==> src/rtl/bru_pkg.sv <==
// Shared types for the branch resolve unit: tracking-queue entry, FSM states, PC step.
package bru_pkg;

    localparam logic [63:0] PC_STEP = 64'd4;

    typedef struct packed {
        logic [63:0] pc;
        logic        taken;
        logic [63:0] target;
    } bru_entry_t;

    typedef enum logic {
        RUN,
        FLUSH
    } bru_state_t;

endpackage

==> src/rtl/bru_fifo.sv <==
// In-order circular tracking queue with extra-MSB pointers and a synchronous clear
// that takes priority over push/pop in the same cycle.
module bru_fifo
    import bru_pkg::*;
#(
    parameter int  DEPTH = 4,
    parameter type T     = bru_entry_t
) (
    input  logic clk,
    input  logic arst_n,
    input  logic clear,
    input  logic push,
    input  logic pop,
    input  T     wdata,
    output T     rdata,
    output logic full,
    output logic empty
);

    localparam int AW = $clog2(DEPTH);
    localparam int PW = AW + 1;

    T              mem [DEPTH];
    logic [PW-1:0] wr_ptr;
    logic [PW-1:0] rd_ptr;
    logic          do_push;
    logic          do_pop;

    assign empty   = (wr_ptr == rd_ptr);
    assign full    = (wr_ptr[AW] != rd_ptr[AW]) && (wr_ptr[AW-1:0] == rd_ptr[AW-1:0]);
    assign do_push = push && !full;
    assign do_pop  = pop && !empty;
    assign rdata   = mem[rd_ptr[AW-1:0]];

    always_ff @(posedge clk or negedge arst_n) begin
        if (!arst_n) begin
            wr_ptr <= '0;
            rd_ptr <= '0;
        end else if (clear) begin
            wr_ptr <= '0;
            rd_ptr <= '0;
        end else begin
            if (do_push) wr_ptr <= wr_ptr + PW'(1);
            if (do_pop)  rd_ptr <= rd_ptr + PW'(1);
        end
    end

    // Storage needs no reset: an entry is only ever read after it has been written.
    always_ff @(posedge clk) begin
        if (do_push && !clear) mem[wr_ptr[AW-1:0]] <= wdata;
    end

endmodule

==> src/rtl/branch_resolve_unit.sv <==
// Retires resolved branches against the predicted-branch queue, trains the predictor
// and issues one-cycle flushes on mispredicts. Optional counters: define BRU_STATS_EN.
module branch_resolve_unit
    import bru_pkg::*;
#(
    parameter int LOWER = 5,
    parameter int DEPTH = 4
) (
    input  logic             clk,
    input  logic             arst_n,
    input  logic             pred_valid,
    input  logic [63:0]      pred_pc,
    input  logic             pred_taken,
    input  logic [63:0]      pred_target,
    output logic             pred_ready,
    input  logic             res_valid,
    input  logic             res_taken,
    input  logic [63:0]      res_target,
    output logic             res_ready,
    output logic             upd_en,
    output logic [LOWER-1:0] upd_addr,
    output logic             upd_taken,
    output logic             flush,
    output logic [63:0]      redirect_pc
`ifdef BRU_STATS_EN
    ,
    output logic [31:0]      stat_branches,
    output logic [31:0]      stat_mispredicts
`endif
);

    bru_state_t state;
    bru_entry_t head;
    bru_entry_t new_entry;
    logic       q_full;
    logic       q_empty;
    logic       do_push;
    logic       do_pop;
    logic       mispredict;

    assign new_entry  = '{pc: pred_pc, taken: pred_taken, target: pred_target};
    assign pred_ready = !q_full && (state == RUN);
    assign res_ready  = !q_empty && (state == RUN);
    assign do_push    = pred_valid && pred_ready;
    assign do_pop     = res_valid && res_ready;

    // A not-taken prediction carries no meaningful target, so targets only matter when both sides say taken.
    assign mispredict = do_pop &&
                        ((res_taken != head.taken) ||
                         (res_taken && head.taken && (res_target != head.target)));

    bru_fifo #(
        .DEPTH (DEPTH),
        .T     (bru_entry_t)
    ) u_fifo (
        .clk    (clk),
        .arst_n (arst_n),
        .clear  (mispredict),
        .push   (do_push),
        .pop    (do_pop),
        .wdata  (new_entry),
        .rdata  (head),
        .full   (q_full),
        .empty  (q_empty)
    );

    always_ff @(posedge clk or negedge arst_n) begin
        if (!arst_n) begin
            state       <= RUN;
            upd_en      <= 1'b0;
            upd_addr    <= '0;
            upd_taken   <= 1'b0;
            flush       <= 1'b0;
            redirect_pc <= '0;
        end else begin
            upd_en <= do_pop;
            flush  <= mispredict;
            if (do_pop) begin
                upd_addr  <= head.pc[LOWER+1:2];
                upd_taken <= res_taken;
            end
            if (mispredict) begin
                redirect_pc <= res_taken ? res_target : (head.pc + PC_STEP);
            end
            case (state)
                RUN:   if (mispredict) state <= FLUSH;
                FLUSH: state <= RUN;
            endcase
        end
    end

`ifdef BRU_STATS_EN
    always_ff @(posedge clk or negedge arst_n) begin
        if (!arst_n) begin
            stat_branches    <= '0;
            stat_mispredicts <= '0;
        end else begin
            if (do_pop)     stat_branches    <= stat_branches + 32'd1;
            if (mispredict) stat_mispredicts <= stat_mispredicts + 32'd1;
        end
    end
`endif

endmodule
==> config.mk <==
export PLATFORM = sky130hd
export DESIGN_NAME = branch_resolve_unit
export DESIGN_NICKNAME = d
export VERILOG_FILES = /design/src/rtl/bru_pkg.sv /design/src/rtl/bru_fifo.sv /design/src/rtl/branch_resolve_unit.sv
export SDC_FILE = /design/constraint.sdc
export NUM_CORES = 1
export LEC_CHECK = 0
export ABC_CLOCK_PERIOD_IN_PS = 11100
export CAP_MARGIN = 0
export CELL_PAD_IN_SITES_DETAIL_PLACEMENT = 1
export CELL_PAD_IN_SITES_GLOBAL_PLACEMENT = 2
export CORE_UTILIZATION = 42
export DETAILED_ROUTE_END_ITERATION = 10
export PLACE_DENSITY_LB_ADDON = 0.1
export SYNTH_ARGS = -nofsm -noshare
export SYNTH_HDL_FRONTEND = slang
export SYNTH_SLANG_ARGS = --single-unit
==> constraint.sdc <==
create_clock -name clk -period 11.1 [get_ports clk]
set_clock_uncertainty 0.1 [all_clocks]
set_input_delay 1.665 -clock clk [delete_from_list [all_inputs] [get_ports clk]]
set_output_delay 1.665 -clock clk [all_outputs]
set_load 0.01 [all_outputs]
==> impl_metrics.tcl <==
set metrics [dict create \
    status "finished clean" \
    crit_fanout 57 \
    nNetsFinal 1838 \
    drt_wl_total_um 70900 \
    endpoint_kind "register" \
    holdCritPathClass "reg -> reg" \
    fin_crit_ns 7.163 \
    fin_tns_setup_ns 0 \
    rsz0062_at_grt "no" \
    syn-num-nets 1545 \
    ant_nets 0 \
    ctsHoldBuffers 0 \
    avgSynthCellArea_um2 18.44 \
    arrival_ns 7.32 \
    leakagePower_nw 9.811 \
    placedInstanceArea_um2 28160 \
    grt_pass1_wl_um 102000 \
    grt_overflow 0 \
    maxCapViolations 0 \
    r2r_start "u_fifo.rd_ptr[0]$_DFFE_PN0P_" \
    critical_path.top_delay_family "buffers and inverters" \
    antenna_found_initial 5 \
    vias 13890 \
    ios 272 \
    worstSetupStartpointType "register" \
    yosysWarnings 0 \
    firstDrtPassIters 5 \
    cp-endpoint "u_fifo.mem[3][89]$_DFFE_PP_" \
    startpoint "u_fifo.rd_ptr[0]$_DFFE_PN0P_" \
    core_area_um2 57920 \
    synth_compound_area_frac 0.02223 \
    slowest_stage "dfrtp_4" \
    die_w_um 244.5 \
    tightestPinTransition_ns 1.076 \
    clock_latency_ns 0.63 \
    drt_iter0_drc 1024 \
    cts_setup_buffers 0 \
    ir_worst_vdd_v 0.0002022 \
    power_density_nw_per_um2 256.6 \
    synth_edf_count 516 \
    worst-path-buf-inv 4 \
    cts_htree_levels 2 \
    synthTopCellsByArea "edfxtp_1 63%, mux4_2 12%, dfrtp_1 8.0%" \
    clock.fmax_mhz 139.6 \
    synthAdderAreaFrac 0.003545 \
    final_cell_count_no_fill 2454 \
    synth_top_family_by_area "multiplexers" \
    grt_start_max_net_pins 126 \
    reg2reg_slack_ns 3.94 \
    synth-seq-cells 595 \
    ys_seq_area_frac 0.7072 \
    final_hold_viol_count 0 \
    async_flop_share 0.1328 \
    synth_top_area_frac 0.6272 \
    cts_resized 0 \
    synthFlopType "edfxtp_1" \
    drive_gt1_frac 0.1655 \
    synth.mux.area_fraction 0.1505 \
    port_buffers 271 \
    setup_violations 0 \
    r2r-end "u_fifo.mem[3][89]$_DFFE_PP_" \
    ys_top_cells_by_count "516 x edfxtp_1, 129 x mux4_2, 88 x xnor2_1, 79 x dfrtp_1, 71 x nand2_1" \
    grt_pass1_vias 14390 \
    crit_cells 11 \
    path_common_cell "buf_4" \
    area_delta_synth_final_pct 21.84 \
    clkTransAtPathRegs_ns 0.06 \
    synthXorXnorAreaFrac 0.03758 \
    reg2regPathDepth 11 \
    ys_types 53 \
    rows 88 \
    dieArea_um2 59790 \
    final_cell_area_um2 30100 \
    netlist_instances 1340 \
    placed_cells 2335 \
    initial_core_util 0.4266 \
    synthSimpleGateAreaFrac 0.05794 \
    cts_tree "built" \
    cts.path.max_buffers 3 \
    crit_type "reg -> reg" \
    viasPerCell 5.662 \
    synth_area_leader_cell "edfxtp_1" \
    n_fill_cell 5401 \
    path_cells "buf_12, mux4_2, xnor2_1, nand4_1, nor4_1, nand4_1, a31oi_4, buf_4, nor2b_4, buf_4, buf_4" \
    relSlewSlack 0.2769 \
    root_buffer "clkbuf_16" \
    slew_violations 0 \
    route.detailed.drc 0 \
    cp.required_ns 11.25 \
    cts_inserted_buffers 61 \
    place_congestion 0.7891 \
    wire_per_inst_um 28.89 \
    finalCritPeriodShare 0.6453 \
    netlist_area_um2 24700 \
    cts.sinks 595 \
    die_y_um 244.5 \
    synth_most_common_cell "edfxtp_1" \
    grt_util_all_layers 0.2402 \
    holdWs_ns 0.3913 \
    max_stage_delay_ns 0.96 \
    hpwl_um 48430 \
]
-- where the power goes --
group / internal [mW] / switching (mW)
Clock: 1.14 / 0.853
Combinational: 1.16 / 1.39
Sequential: 2.99 / 0.204
-- worst register-to-register path, cell delays in order, from the launching register on --
cell and delay (ns):
dfrtp_4 0.96, buf_12 0.52, mux4_2 0.70, xnor2_1 0.39
nand4_1 0.42, nor4_1 0.62, nand4_1 0.42, a31oi_4 0.30
buf_4 0.51, nor2b_4 0.57, buf_4 0.59, buf_4 0.68
-- cells in the final DEF (no fill, tap or decap), types with 9 or more instances in the layout --
| master | count |
|---|---|
| xnor2_1 | 88 |
| clkbuf_1 | 23 |
| nor4_1 | 24 |
| o21ai_0 | 41 |
| dfrtp_1 | 77 |
| nand2_1 | 71 |
| and2_1 | 12 |
| nand2b_1 | 16 |
| mux2_2 | 24 |
| nand3_1 | 21 |
| buf_4 | 18 |
| o31ai_1 | 17 |
| mux2_1 | 34 |
| mux2i_1 | 16 |
| clkdlybuf4s50_1 | 269 |
| nand4_1 | 35 |
| a31oi_1 | 9 |
| mux4_2 | 129 |
| and4_1 | 10 |
| clkinv_2 | 10 |
| o31a_1 | 10 |
| inv_1 | 28 |
| edfxtp_1 | 516 |
| nor2_1 | 20 |
| clkbuf_16 | 63 |
| xor2_1 | 18 |
-- stage by stage --
| stage | power (mW) | setup slack, ns | util |
|---|---|---|---|
| 6_report | 7.723 | 3.937 | 0.5197 |
| 2_1_floorplan | 4.850 | 1.799 | - |
| 3_5_place_dp | 5.814 | 3.910 | 0.4862 |
| 3_3_place_gp | 5.764 | 3.939 | 0.4862 |
| 4_1_cts | 7.816 | 3.919 | 0.5196 |
| 5_1_grt | 8.067 | 3.581 | 0.5197 |
-- worst min path at each step --
| stage | from | to | slack [ns] | cells after the start |
|---|---|---|---|---|
| 2_1_floorplan | redirect_pc[0]$_DFFE_PN0P_ | redirect_pc[0]$_DFFE_PN0P_ | 0.43 | 1 |
| 3_3_place_gp | redirect_pc[0]$_DFFE_PN0P_ | redirect_pc[0]$_DFFE_PN0P_ | 0.38 | 1 |
| 3_5_place_dp | redirect_pc[47]$_DFFE_PN0P_ | redirect_pc[47]$_DFFE_PN0P_ | 0.38 | 1 |
| 4_1_cts | redirect_pc[4]$_DFFE_PN0P_ | redirect_pc[4]$_DFFE_PN0P_ | 0.40 | 1 |
| 5_1_grt | redirect_pc[49]$_DFFE_PN0P_ | redirect_pc[49]$_DFFE_PN0P_ | 0.41 | 1 |
| 6_report | redirect_pc[4]$_DFFE_PN0P_ | redirect_pc[4]$_DFFE_PN0P_ | 0.39 | 1 |
-- kinds of logic (layout without fill, tap and decap cells) --
group,Yosys count,after routing
muxes,203,203
DFF,595,595
other,0,3
AOI/OAI and AO/OA,87,87
adders and majority gates,7,7
buffers and inverters,88,434
and+or+nand+nor,254,254
xor gates and xnor gates,106,106
-- flip-flops by register name, summed over array words and instances (netlist names) --
register,cells
u_fifo.wr_ptr,3
upd_addr,5
u_fifo.mem,516
upd_en,1
flush,1
u_fifo.rd_ptr,3
redirect_pc,64
upd_taken,1
state,1
-- metal layers --
metal  track usage  routed length, µm  vias up  part of all wire
li1              -                  -     5956                 -
met1        0.3450              31730     7388              0.45
met2        0.3739              33440      438              0.47
met3       0.03918               3766      108             0.053
met4       0.07978               1938        4             0.027
met5             0                 18        -           0.00025
-- cell type report --
type,count,area [µm²],area share
sequential,595,17480,0.5807
multi-input combinational,657,6745,0.2241
timing repair buffer,289,2868,0.09527
clock buffer,93,1759,0.05844
tap,765,957.2,0.03180
clock inverter,23,175.2,0.005820
inverter,29,108.9,0.003616
antenna,3,7.507,0.0002494
No activity file was read; power rests on OpenSTA's default activity.
